### config.mk
export PLATFORM = sky130hd
export DESIGN_NAME = fighter_core_flat
export DESIGN_NICKNAME = d
export VERILOG_FILES = /design/src/rtl/fighter_core_if.sv /design/src/rtl/fighter_core.sv /design/src/flat_wrapper.sv
export SDC_FILE = /design/constraint.sdc
export NUM_CORES = 1
export LEC_CHECK = 0
export ABC_AREA = 1
export CAP_MARGIN = 20
export CORE_MARGIN = 1
export CORE_UTILIZATION = 49
export DETAILED_ROUTE_END_ITERATION = 10
export PLACE_DENSITY = 0.78
export RECOVER_POWER = 50
export SETUP_SLACK_MARGIN = 0.1
export SLEW_MARGIN = 25
export SYNTH_ARGS = -nofsm -noshare
export SYNTH_HDL_FRONTEND = slang
export SYNTH_SLANG_ARGS = --single-unit
export TNS_END_PERCENT = 5
### constraint.sdc
create_clock -name clk -period 2.37 [get_ports clk]
set_input_delay 0.711 -clock clk [delete_from_list [all_inputs] [get_ports clk]]
set_output_delay 0.711 -clock clk [all_outputs]
set_load 0.01 [all_outputs]
### src/rtl/fighter_core_if.sv
// Per-player fighter bus: action strobe and inputs from the game controller,
// fighter state back to the display and game-over logic.
interface fighter_core_if #(
  parameter int PW = 2,
  parameter int HW = 2
);
  logic          action_en;
  logic          game_over;
  logic [2:0]    my_action;
  logic [2:0]    opp_action;
  logic [PW-1:0] opp_pos;
  logic [PW-1:0] pos;
  logic [HW-1:0] health;
  logic          hit_taken;
  logic          ko;

  modport master (
    output action_en, game_over, my_action, opp_action, opp_pos,
    input  pos, health, hit_taken, ko
  );

  modport slave (
    input  action_en, game_over, my_action, opp_action, opp_pos,
    output pos, health, hit_taken, ko
  );
endinterface

### src/rtl/fighter_core.sv
// Per-player fighter engine: position, health, damage, knockback and movement.
// Idle regeneration is built only when FIGHTER_REGEN_EN is defined.
module fighter_core #(
  parameter int NPOS        = 3,
  parameter int HW          = 2,
  parameter int HMAX        = 3,
  parameter int KICK_RANGE  = 2,
  parameter int PUNCH_RANGE = 1,
  parameter int KICK_DMG    = 1,
  parameter int PUNCH_DMG   = 2,
  parameter int REGEN_WAIT  = 2,
  parameter int SIDE        = 0,
  localparam int PW         = $clog2(NPOS)
) (
  input logic           clk,
  input logic           reset,
  fighter_core_if.slave bus
);

  localparam logic [2:0] ActKick   = 3'b000;
  localparam logic [2:0] ActPunch  = 3'b001;
  localparam logic [2:0] ActJump   = 3'b011;
  localparam logic [2:0] ActLeft1  = 3'b100;
  localparam logic [2:0] ActLeft2  = 3'b101;
  localparam logic [2:0] ActRight1 = 3'b110;
  localparam logic [2:0] ActRight2 = 3'b111;

  localparam logic [PW-1:0] PosReset = (SIDE == 0) ? '0 : PW'(NPOS - 1);

  logic [PW-1:0] pos_q, pos_d;
  logic [HW-1:0] health_q, health_d;
  logic          hit_q, hit_d;
  logic          armed_q, armed_d;
  logic          ko;
  logic          act;
  logic          kick_hit, punch_hit;

  assign ko  = (health_q == '0);
  assign act = bus.action_en & armed_q & ~bus.game_over & ~ko;

  // One action per strobe: re-arm only once action_en has dropped.
  always_comb begin
    armed_d = armed_q;
    if (!bus.action_en) begin
      armed_d = 1'b1;
    end else if (act) begin
      armed_d = 1'b0;
    end
  end

  // Damage resolution uses pre-action positions of both players.
  always_comb begin
    int p, o, d;
    p = int'(pos_q);
    o = int'(bus.opp_pos);
    d = (p > o) ? (p - o) : (o - p);
    kick_hit  = (bus.opp_action == ActKick) && (d <= KICK_RANGE) &&
                (bus.my_action != ActJump);
    punch_hit = (bus.opp_action == ActPunch) && (d <= PUNCH_RANGE) &&
                (bus.my_action != ActJump) && (bus.my_action != ActPunch);
  end

  always_comb begin
    int p, o, t;
    p = int'(pos_q);
    o = int'(bus.opp_pos);
    t = p;
    if (kick_hit) begin
      // Knockback is away from the opponent; on a tie, towards own back wall.
      if (o > p || (o == p && SIDE == 0)) begin
        t = (p > 0) ? p - 1 : 0;
      end else begin
        t = (p < NPOS - 1) ? p + 1 : NPOS - 1;
      end
    end else if (o != p) begin
      unique case (bus.my_action)
        ActLeft1, ActLeft2: begin
          t = p - ((bus.my_action == ActLeft2) ? 2 : 1);
          if (t < 0) t = 0;
          if (o < p && t <= o) t = o + 1;
        end
        ActRight1, ActRight2: begin
          t = p + ((bus.my_action == ActRight2) ? 2 : 1);
          if (t > NPOS - 1) t = NPOS - 1;
          if (o > p && t >= o) t = o - 1;
        end
        default: t = p;
      endcase
    end
    pos_d = act ? PW'(t) : pos_q;
  end

`ifdef FIGHTER_REGEN_EN
  localparam logic [2:0] ActAwait = 3'b010;
  localparam int         WW       = (REGEN_WAIT < 2) ? 1 : $clog2(REGEN_WAIT + 1);

  logic [WW-1:0] wait_q, wait_d;

  always_comb begin
    int h;
    h = int'(health_q);
    wait_d = wait_q;
    if (kick_hit) begin
      h = (h > KICK_DMG) ? h - KICK_DMG : 0;
    end else if (punch_hit) begin
      h = (h > PUNCH_DMG) ? h - PUNCH_DMG : 0;
    end
    if (kick_hit || punch_hit || bus.my_action != ActAwait) begin
      wait_d = '0;
    end else if (int'(wait_q) + 1 >= REGEN_WAIT) begin
      wait_d = '0;
      if (h < HMAX) h = h + 1;
    end else begin
      wait_d = wait_q + 1'b1;
    end
    if (!act) begin
      h      = int'(health_q);
      wait_d = wait_q;
    end
    health_d = HW'(h);
  end

  always_ff @(posedge clk or negedge reset) begin
    if (!reset) begin
      wait_q <= '0;
    end else begin
      wait_q <= wait_d;
    end
  end
`else
  logic unused_regen;
  assign unused_regen = (REGEN_WAIT != 0);

  always_comb begin
    int h;
    h = int'(health_q);
    if (act && kick_hit) begin
      h = (h > KICK_DMG) ? h - KICK_DMG : 0;
    end else if (act && punch_hit) begin
      h = (h > PUNCH_DMG) ? h - PUNCH_DMG : 0;
    end
    health_d = HW'(h);
  end
`endif

  assign hit_d = act & (kick_hit | punch_hit);

  always_ff @(posedge clk or negedge reset) begin
    if (!reset) begin
      pos_q    <= PosReset;
      health_q <= HW'(HMAX);
      hit_q    <= 1'b0;
      armed_q  <= 1'b1;
    end else begin
      pos_q    <= pos_d;
      health_q <= health_d;
      hit_q    <= hit_d;
      armed_q  <= armed_d;
    end
  end

  assign bus.pos       = pos_q;
  assign bus.health    = health_q;
  assign bus.hit_taken = hit_q;
  assign bus.ko        = ko;

endmodule

### src/flat_wrapper.sv
// flat-port wrapper written by rule: the top's interface ports become plain ports
module fighter_core_flat 
#(
  parameter int NPOS        = 3,
  parameter int HW          = 2,
  parameter int HMAX        = 3,
  parameter int KICK_RANGE  = 2,
  parameter int PUNCH_RANGE = 1,
  parameter int KICK_DMG    = 1,
  parameter int PUNCH_DMG   = 2,
  parameter int REGEN_WAIT  = 2,
  parameter int SIDE        = 0,
  localparam int PW         = $clog2(NPOS)
)
  (clk, reset, bus_action_en, bus_game_over, bus_my_action, bus_opp_action, bus_opp_pos, bus_pos, bus_health, bus_hit_taken, bus_ko);
  fighter_core_if #(.HW(HW)) bus_i ();
  input logic clk;
  input logic reset;
  input wire logic [$bits(bus_i.action_en)-1:0] bus_action_en;
  input wire logic [$bits(bus_i.game_over)-1:0] bus_game_over;
  input wire logic [$bits(bus_i.my_action)-1:0] bus_my_action;
  input wire logic [$bits(bus_i.opp_action)-1:0] bus_opp_action;
  input wire logic [$bits(bus_i.opp_pos)-1:0] bus_opp_pos;
  output wire logic [$bits(bus_i.pos)-1:0] bus_pos;
  output wire logic [$bits(bus_i.health)-1:0] bus_health;
  output wire logic [$bits(bus_i.hit_taken)-1:0] bus_hit_taken;
  output wire logic [$bits(bus_i.ko)-1:0] bus_ko;
  assign bus_i.action_en = bus_action_en;
  assign bus_i.game_over = bus_game_over;
  assign bus_i.my_action = bus_my_action;
  assign bus_i.opp_action = bus_opp_action;
  assign bus_i.opp_pos = bus_opp_pos;
  assign bus_pos = bus_i.pos;
  assign bus_health = bus_i.health;
  assign bus_hit_taken = bus_i.hit_taken;
  assign bus_ko = bus_i.ko;
  fighter_core #(.NPOS(NPOS), .HW(HW), .HMAX(HMAX), .KICK_RANGE(KICK_RANGE), .PUNCH_RANGE(PUNCH_RANGE), .KICK_DMG(KICK_DMG), .PUNCH_DMG(PUNCH_DMG), .REGEN_WAIT(REGEN_WAIT), .SIDE(SIDE)) u_core (.clk(clk), .reset(reset), .bus(bus_i));
endmodule
==> results.sh, run 1 <==
export IMPL_rows=14
export IMPL_syn_inst=117
export IMPL_synth_top_family_by_area="simple AND/OR/NAND/NOR gates"
export IMPL_cts_root_buf="clkbuf_4"
export IMPL_synth_xor_area_frac=0.0107
export IMPL_synthFlopType="dfstp_2"
export IMPL_synth_compound_area_share=0.0610
export IMPL_die_width_um=42.9
export IMPL_synth_simple_area_share=0.399
export IMPL_yosys_area_share_adder=0.235
export IMPL_grt_max_degree=7
export IMPL_syn_cell_area_um2=821
export IMPL_dp_hpwl_mm=1.75
export IMPL_ys_seq_elements=6
export IMPL_clockBufferDepth=2
export IMPL_status="aborted with a tool error"
export IMPL_synth_top_area_share=0.151
export IMPL_start_util=0.532
export IMPL_error_line="[ERROR DPL-0038] Utilization greater than 100%, impossible to legalize"
export IMPL_worst_path_end_type="register data pin"
export IMPL_yosysTopAreaCell="nand2_1"
export IMPL_htree_levels=1
export IMPL_ys_top_cells_by_area="nand2_1 15%, ha_1 14%, fa_1 9.8%, dfstp_2 9.6%, inv_1 9.6%"
export IMPL_dp_cells=168
export IMPL_synth_seq_area_share=0.188
export IMPL_gp_congestion=0.825
export IMPL_io_pins=18
export IMPL_portBuffers=17
export IMPL_synth_nets=142
export IMPL_synth_commonest_cells="33 x nand2_1, 21 x inv_1, 15 x nand3_1"
export IMPL_synth_edf_count=0
export IMPL_synth_cell_types=22
export IMPL_synth_most_common_cell="nand2_1"
export IMPL_die_h_um=42.9
export IMPL_syn_avg_cell_area_um2=7.02
export IMPL_cts_buffers=3
export IMPL_worst_endpoint="u_core.bus.pos[1]$_DFFE_PN0P_/D"
export IMPL_async_flop_share=1.00
export IMPL_synthMuxAreaShare=0
export IMPL_cts_sinks=6
export IMPL_preCtsSetupSlack_ns=-1.04
export IMPL_ys_warn_count=0
export IMPL_cts_hold_buf=0
export IMPL_stop_stage="global routing"
[per-stage QoR]
stage | util | TNS (ns) | hold slack, ns | cell area [um2]
CTS | 0.897 | -0.511 | 0.487 | 1380
detailed placement | 0.765 | -2.84 | 0.479 | 1180
global placement | 0.765 | -2.52 | 0.462 | 1180
floorplan | - | -0.430 | 0.415 | 855
[kinds of logic after synthesis]
group	after synthesis
compound gates	8
xor+xnor	1
fa+ha+maj	13
buf+inv	23
flops	6
simple gates	66
[what timing repair did]
item                       CTS
pin swaps                   18
setup buffers               12
gates cloned                 0
setup endpoints to repair    5
gates resized for setup     38
==> run 2, diff against run 1 <==
--- a/config.mk
+++ b/config.mk
@@ -7,12 +7,11 @@
 export LEC_CHECK = 0
 export ABC_AREA = 1
 export CAP_MARGIN = 20
-export CORE_MARGIN = 1
-export CORE_UTILIZATION = 49
+export CORE_AREA = 2 2 63 65
 export DETAILED_ROUTE_END_ITERATION = 10
-export PLACE_DENSITY = 0.78
+export DIE_AREA = 0 0 65 67
+export PLACE_DENSITY_LB_ADDON = 0.15
 export RECOVER_POWER = 50
-export SETUP_SLACK_MARGIN = 0.1
 export SLEW_MARGIN = 25
 export SYNTH_ARGS = -nofsm -noshare
 export SYNTH_HDL_FRONTEND = slang
==> results.sh, run 2 <==
export IMPL_status="finished, violations left"
export IMPL_violations="negative setup slack"
export IMPL_ant_nets=0
export IMPL_totalWireLength_mm=2.16
export IMPL_area_growth_pct=63.4
export IMPL_fin_skew_ns=0.00254
export IMPL_avgRoutedWirePerCell_um=10.4
export IMPL_coreArea_um2=3610
export IMPL_cts_hold_buf=0
export IMPL_max_cap_violations=0
export IMPL_multi_input_area_um2=657
export IMPL_end_kind="flip-flop"
export IMPL_first_pass_iters=4
export IMPL_synth_top_family_by_area="simple AND/OR/NAND/NOR gates"
export IMPL_drtIter0Drc=34
export IMPL_gp_congestion=0.764
export IMPL_cts_root_buf="clkbuf_8"
export IMPL_drive_gt1_frac=0.365
export IMPL_place_area_um2=1220
export IMPL_worst_slew_pin_slew_ns=0.668
export IMPL_die_h_um=67
export IMPL_rows=22
export IMPL_ys_seq_elements=6
export IMPL_crit_arrival_ns=2.67
export IMPL_grt_usage=0.114
export IMPL_cp_data_required_time_ns=2.49
export IMPL_cpPeakStageDelay_ns=0.45
export IMPL_antenna_found_initial=0
export IMPL_grt_max_degree=7
export IMPL_relSlewSlack=0.551
export IMPL_powerDensity_nw_per_um2=294
export IMPL_synth_compound_area_share=0.0610
export IMPL_synthMuxAreaShare=0
export IMPL_clkTransAtPathRegs_ns=0.04
export IMPL_critPathKind="input pin to flip-flop"
export IMPL_start_util=0.228
export IMPL_grt_pass1_vias=870
export IMPL_grt_pass1_wl_mm=3.80
export IMPL_critPathBufInv=4
export IMPL_layout_commonest_cell="nand2_1"
export IMPL_clock_latency_ns=0.23
export IMPL_yosys_area_share_adder=0.235
export IMPL_dieArea_um2=4360
export IMPL_drc=0
export IMPL_synthFlopType="dfstp_2"
export IMPL_syn_avg_cell_area_um2=7.02
export IMPL_fin_nets=185
export IMPL_fill_cells=380
export IMPL_synth_xor_area_frac=0.0107
export IMPL_dp_hpwl_mm=1.84
export IMPL_synth_nets=142
export IMPL_dp_cells=200
export IMPL_synth_simple_area_share=0.399
export IMPL_setup_ws_ns=-0.182
export IMPL_synth_most_common_cell="nand2_1"
export IMPL_use_met3=0.0101
export IMPL_synth_edf_count=0
export IMPL_slowest_stage="fa_1"
export IMPL_die_width_um=65
export IMPL_start_kind="input pin"
export IMPL_preCtsSetupSlack_ns=-1.03
export IMPL_finalCriticalPeriod_ns=2.55
export IMPL_path_delay_family="adder cells"
export IMPL_seqCellArea_um2=154
export IMPL_yosysTopAreaCell="nand2_1"
export IMPL_synth_cell_types=22
export IMPL_period_share=1.08
export IMPL_crit_top_cell="nand2_1"
export IMPL_max_freq_mhz=392
export IMPL_whs_ns=0.470
export IMPL_syn_inst=117
export IMPL_vias_per_cell=4.12
export IMPL_rrSetupSlack_ns=0.07
export IMPL_slew_violations=0
export IMPL_hold_violations=0
export IMPL_num_vias=853
export IMPL_ys_top_cells_by_area="nand2_1 15%, ha_1 14%, fa_1 9.8%, dfstp_2 9.6%, inv_1 9.6%"
export IMPL_synth_commonest_cells="33 x nand2_1, 21 x inv_1, 15 x nand3_1"
export IMPL_synth_seq_area_share=0.188
export IMPL_syn_cell_area_um2=821
export IMPL_rsz0062_at_grt="yes"
export IMPL_portBuffers=17
export IMPL_utilization=0.372
export IMPL_htree_levels=1
export IMPL_crit_fanout=3
export IMPL_met2_usage=0.196
export IMPL_gr_max_usage_layer="met2"
export IMPL_antenna_cells=0
export IMPL_async_flop_share=1.00
export IMPL_vdd_drop_max_mv=0.0947
export IMPL_fin_cells=207
export IMPL_cts_sinks=6
export IMPL_cts_tree="done"
export IMPL_final_area_um2=1340
export IMPL_use_met1=0.138
export IMPL_clockBufferDepth=2
export IMPL_overflow=0
export IMPL_synth_top_area_share=0.151
export IMPL_final_cell_mix="28 x nand2_1, 21 x buf_4, 18 x inv_1"
export IMPL_cts_buffers=3
export IMPL_p_leak_nw=0.692
export IMPL_crit_path_cell_trace="buf_8 > buf_4 > nand2_1 > ha_1 > inv_1 > fa_1 > nand2_2 > inv_2 > ha_4 > nand2_1 > nand2_1 > nand2_2 > nand2_2 > nand2_1 > nand3_1 > nand3_1 > nand3_1 > nand2_1"
export IMPL_ys_warn_count=0
export IMPL_hp_class="flip-flop to flip-flop"
export IMPL_setup_viol=2
export IMPL_fin_setup_tns_ns=-0.358
export IMPL_p_total_mw=0.394
export IMPL_io_pins=18
==> run 2: cell counts after synthesis <==
No cell type changed its count.
==> run 2: cell type report <==
type,instances,area share
timing repair buffer,38,0.252
multi-input combinational,88,0.490
inverter,23,0.0653
clock buffer,4,0.0336
tap,48,0.0448
sequential,6,0.115
==> run 2: worst paths after layout <==
| path | start | end | cells after the start |
|---|---|---|---|
| max | bus_my_action[2] | u_core.bus.pos[0] | 18 |
| min | u_core.armed_q | u_core.armed_q | 2 |
| max reg2reg | u_core.bus.pos[0] | u_core.bus.pos[0] | 16 |
| min reg2reg | u_core.armed_q | u_core.armed_q | 2 |
| max in group asynchronous | reset | u_core.armed_q | 1 |
| min in group asynchronous | reset | u_core.bus.pos[1] | 1 |
==> run 2: cell families after synthesis <==
kind of cell | count (synthesis)
buffers and inverters | 23
and+or+nand+nor | 66
DFF | 6
AOI/OAI and AO/OA | 8
adders and majority gates | 13
xor gates and xnor gates | 1
==> run 2: power breakdown <==
group	switching [mW]	internal (mW)	total (mW)
clock network	0.0487	0.116	0.165
registers	0	0.103	0.103
logic	0.0615	0.0643	0.126
total	0.110	0.284	0.394
==> run 2: tightest hold or removal path, cell delays in order, from the launching register on <==
cell and delay, ns:
dfstp_2 0.36, inv_1 0.04, a21oi_1 0.05
==> run 2: timing repair <==
action / CTS / global route
gates resized for setup: 27 / 5
gates cloned: 0 / 0
endpoints found under the setup margin: 4 / 4
pin swaps: 13 / 8
setup buffers: 3 / 0
==> run 2: per-layer routing <==
metal | routed length, um | vias up
met4 | 71 | 0
met2 | 1030 | 13
met1 | 1010 | 380
li1 | - | 454
met5 | 0 | -
met3 | 45 | 6
(Power assumes the default switching activity.)
==> run 3, diff against run 2 <==
--- a/config.mk
+++ b/config.mk
@@ -16,4 +16,4 @@
 export SYNTH_ARGS = -nofsm -noshare
 export SYNTH_HDL_FRONTEND = slang
 export SYNTH_SLANG_ARGS = --single-unit
-export TNS_END_PERCENT = 5
+export TNS_END_PERCENT = 20
==> results of run 3 <==
The final DEF is identical to that of run 2; final timing and power are the same.
==> run 4, diff against run 3 <==
--- a/config.mk
+++ b/config.mk
@@ -11,7 +11,7 @@
 export DETAILED_ROUTE_END_ITERATION = 10
 export DIE_AREA = 0 0 65 67
 export PLACE_DENSITY_LB_ADDON = 0.15
-export RECOVER_POWER = 50
+export RECOVER_POWER = 100
 export SLEW_MARGIN = 25
 export SYNTH_ARGS = -nofsm -noshare
 export SYNTH_HDL_FRONTEND = slang
==> results.sh, run 4 (same netlist as run 2, synthesis figures left out) <==
export IMPL_status="finished, violations left"
export IMPL_num_vias=856
export IMPL_max_freq_mhz=391
export IMPL_violations="negative setup slack"
export IMPL_ant_nets=0
export IMPL_dp_hpwl_mm=1.84
export IMPL_crit_arrival_ns=2.67
export IMPL_hp_class="flip-flop to flip-flop"
export IMPL_min_path_cells=2
export IMPL_end_kind="flip-flop"
export IMPL_grt_max_degree=7
export IMPL_rsz0062_at_grt="yes"
export IMPL_fin_skew_ns=0.00221
export IMPL_reg2reg_depth=16
export IMPL_worst_slew_pin_slew_ns=0.668
export IMPL_grt_pass1_vias=870
export IMPL_fin_nets=185
export IMPL_dieArea_um2=4360
export IMPL_cts_tree="done"
export IMPL_fin_setup_tns_ns=-0.360
export IMPL_antenna_cells=0
export IMPL_cts_hold_buf=0
export IMPL_powerDensity_nw_per_um2=295
export IMPL_io_pins=18
export IMPL_relSlewSlack=0.551
export IMPL_area_growth_pct=62.7
export IMPL_clock_latency_ns=0.23
export IMPL_crit_fanout=3
export IMPL_avgRoutedWirePerCell_um=10.3
export IMPL_fill_cells=381
export IMPL_start_util=0.228
export IMPL_r2r_start="u_core.bus.pos[0]"
export IMPL_grt_usage=0.114
export IMPL_finalCriticalPeriod_ns=2.55
export IMPL_dp_cells=200
export IMPL_cts_root_buf="clkbuf_8"
export IMPL_hold_path_end="u_core.armed_q"
export IMPL_layout_commonest_cell="nand2_1"
export IMPL_clockBufferDepth=2
export IMPL_totalWireLength_mm=2.14
export IMPL_cp_data_required_time_ns=2.49
export IMPL_critPathKind="input pin to flip-flop"
export IMPL_die_h_um=67
export IMPL_start_kind="input pin"
export IMPL_p_leak_nw=0.695
export IMPL_setup_ws_ns=-0.184
export IMPL_worstHoldStart="u_core.armed_q"
export IMPL_rrSetupSlack_ns=0.07
export IMPL_drc=0
export IMPL_coreArea_um2=3610
export IMPL_die_width_um=65
export IMPL_slew_violations=0
export IMPL_fin_cells=207
export IMPL_first_pass_iters=4
export IMPL_gp_congestion=0.764
export IMPL_r2r_end="u_core.bus.pos[0]"
export IMPL_grt_pass1_wl_mm=3.80
export IMPL_vdd_drop_max_mv=0.0946
export IMPL_antenna_found_initial=0
export IMPL_hold_violations=0
export IMPL_max_cap_violations=0
export IMPL_vias_per_cell=4.14
export IMPL_rows=22
export IMPL_final_cell_mix="29 x nand2_1, 20 x buf_4, 18 x inv_1"
export IMPL_portBuffers=17
export IMPL_drtIter0Drc=30
export IMPL_htree_levels=1
export IMPL_overflow=0
export IMPL_cts_buffers=3
export IMPL_drive_gt1_frac=0.352
export IMPL_clkTransAtPathRegs_ns=0.04
export IMPL_period_share=1.08
export IMPL_setup_viol=2
export IMPL_cts_sinks=6
-- run 4: cell types whose count changed in the layout (fill, tap and decap cells not counted) --
cell,change
clkdlybuf4s50_1,-4
dlygate4sd3_1,+4
buf_4,-1
clkbuf_1,+1
nand2_1,+1
nand2_2,-1
-- run 4: metrics by stage --
step           setup slack (ns)  cell area (um2)   util  hold WS, ns  total power [mW]
4_1_cts                  -0.243             1320  0.367        0.471             0.393
2_1_floorplan            -0.218              855      -        0.415             0.161
5_1_grt                  -0.355             1340  0.370        0.483             0.420
3_5_place_dp              -1.03             1220  0.338        0.468             0.218
6_report                 -0.184             1340  0.370        0.470             0.393
3_3_place_gp             -0.967             1220  0.338        0.462             0.215
-- run 4: area by class of cell --
type	instances	area [um2]	share of cell area
timing repair buffer	38	334	0.250
tap	48	60.1	0.0450
sequential	6	154	0.115
clock buffer	4	45.0	0.0337
multi-input combinational	88	654	0.490
inverter	23	87.6	0.0656
-- run 4: timing repair --
action                     4_1_cts  5_1_grt
gates cloned                     0        0
resized for setup               27        5
setup buffers                    3        0
setup endpoints to repair        4        4
pin swaps                       13        8
-- run 4: worst max-delay path by stage --
stage | start | end | slack (ns) | cells past startpoint
final | bus_my_action[2] | u_core.bus.pos[0] | -0.18 | 18
after global routing | bus_my_action[2] | u_core.bus.pos[0] | -0.35 | 18
after CTS | bus_my_action[2] | u_core.bus.pos[1] | -0.24 | 17
after floorplan | bus_my_action[2] | u_core.bus.pos[1] | -0.22 | 16
after global placement | bus_my_action[2] | u_core.bus.pos[1] | -0.97 | 18
after detailed placement | bus_my_action[2] | u_core.bus.pos[0] | -1.03 | 18
-- run 4: power breakdown --
group          total (mW)  switching (mW)  internal [mW]
clock network       0.165          0.0488          0.116
logic               0.125          0.0612         0.0640
registers           0.103               0          0.103
total               0.393           0.110          0.283
-- run 4: critical path, stage by stage --
cell and delay, ns:
buf_8 0.11, buf_4 0.13, nand2_1 0.09, ha_1 0.15
inv_1 0.04, fa_1 0.45, nand2_2 0.09, inv_2 0.05
ha_4 0.26, nand2_1 0.05, nand2_1 0.06, nand2_2 0.07
nand2_2 0.08, nand2_1 0.05, nand3_1 0.08, nand3_1 0.08
nand3_1 0.07, nand2_1 0.05
-- run 4: metal layers --
layer | routed length, um | GRT usage | vias up
li1 | - | - | 455
met1 | 994 | 0.138 | 384
met2 | 1030 | 0.196 | 11
met3 | 43 | 0.0101 | 6
met4 | 71 | 0.0691 | 0
met5 | 0 | 0 | -
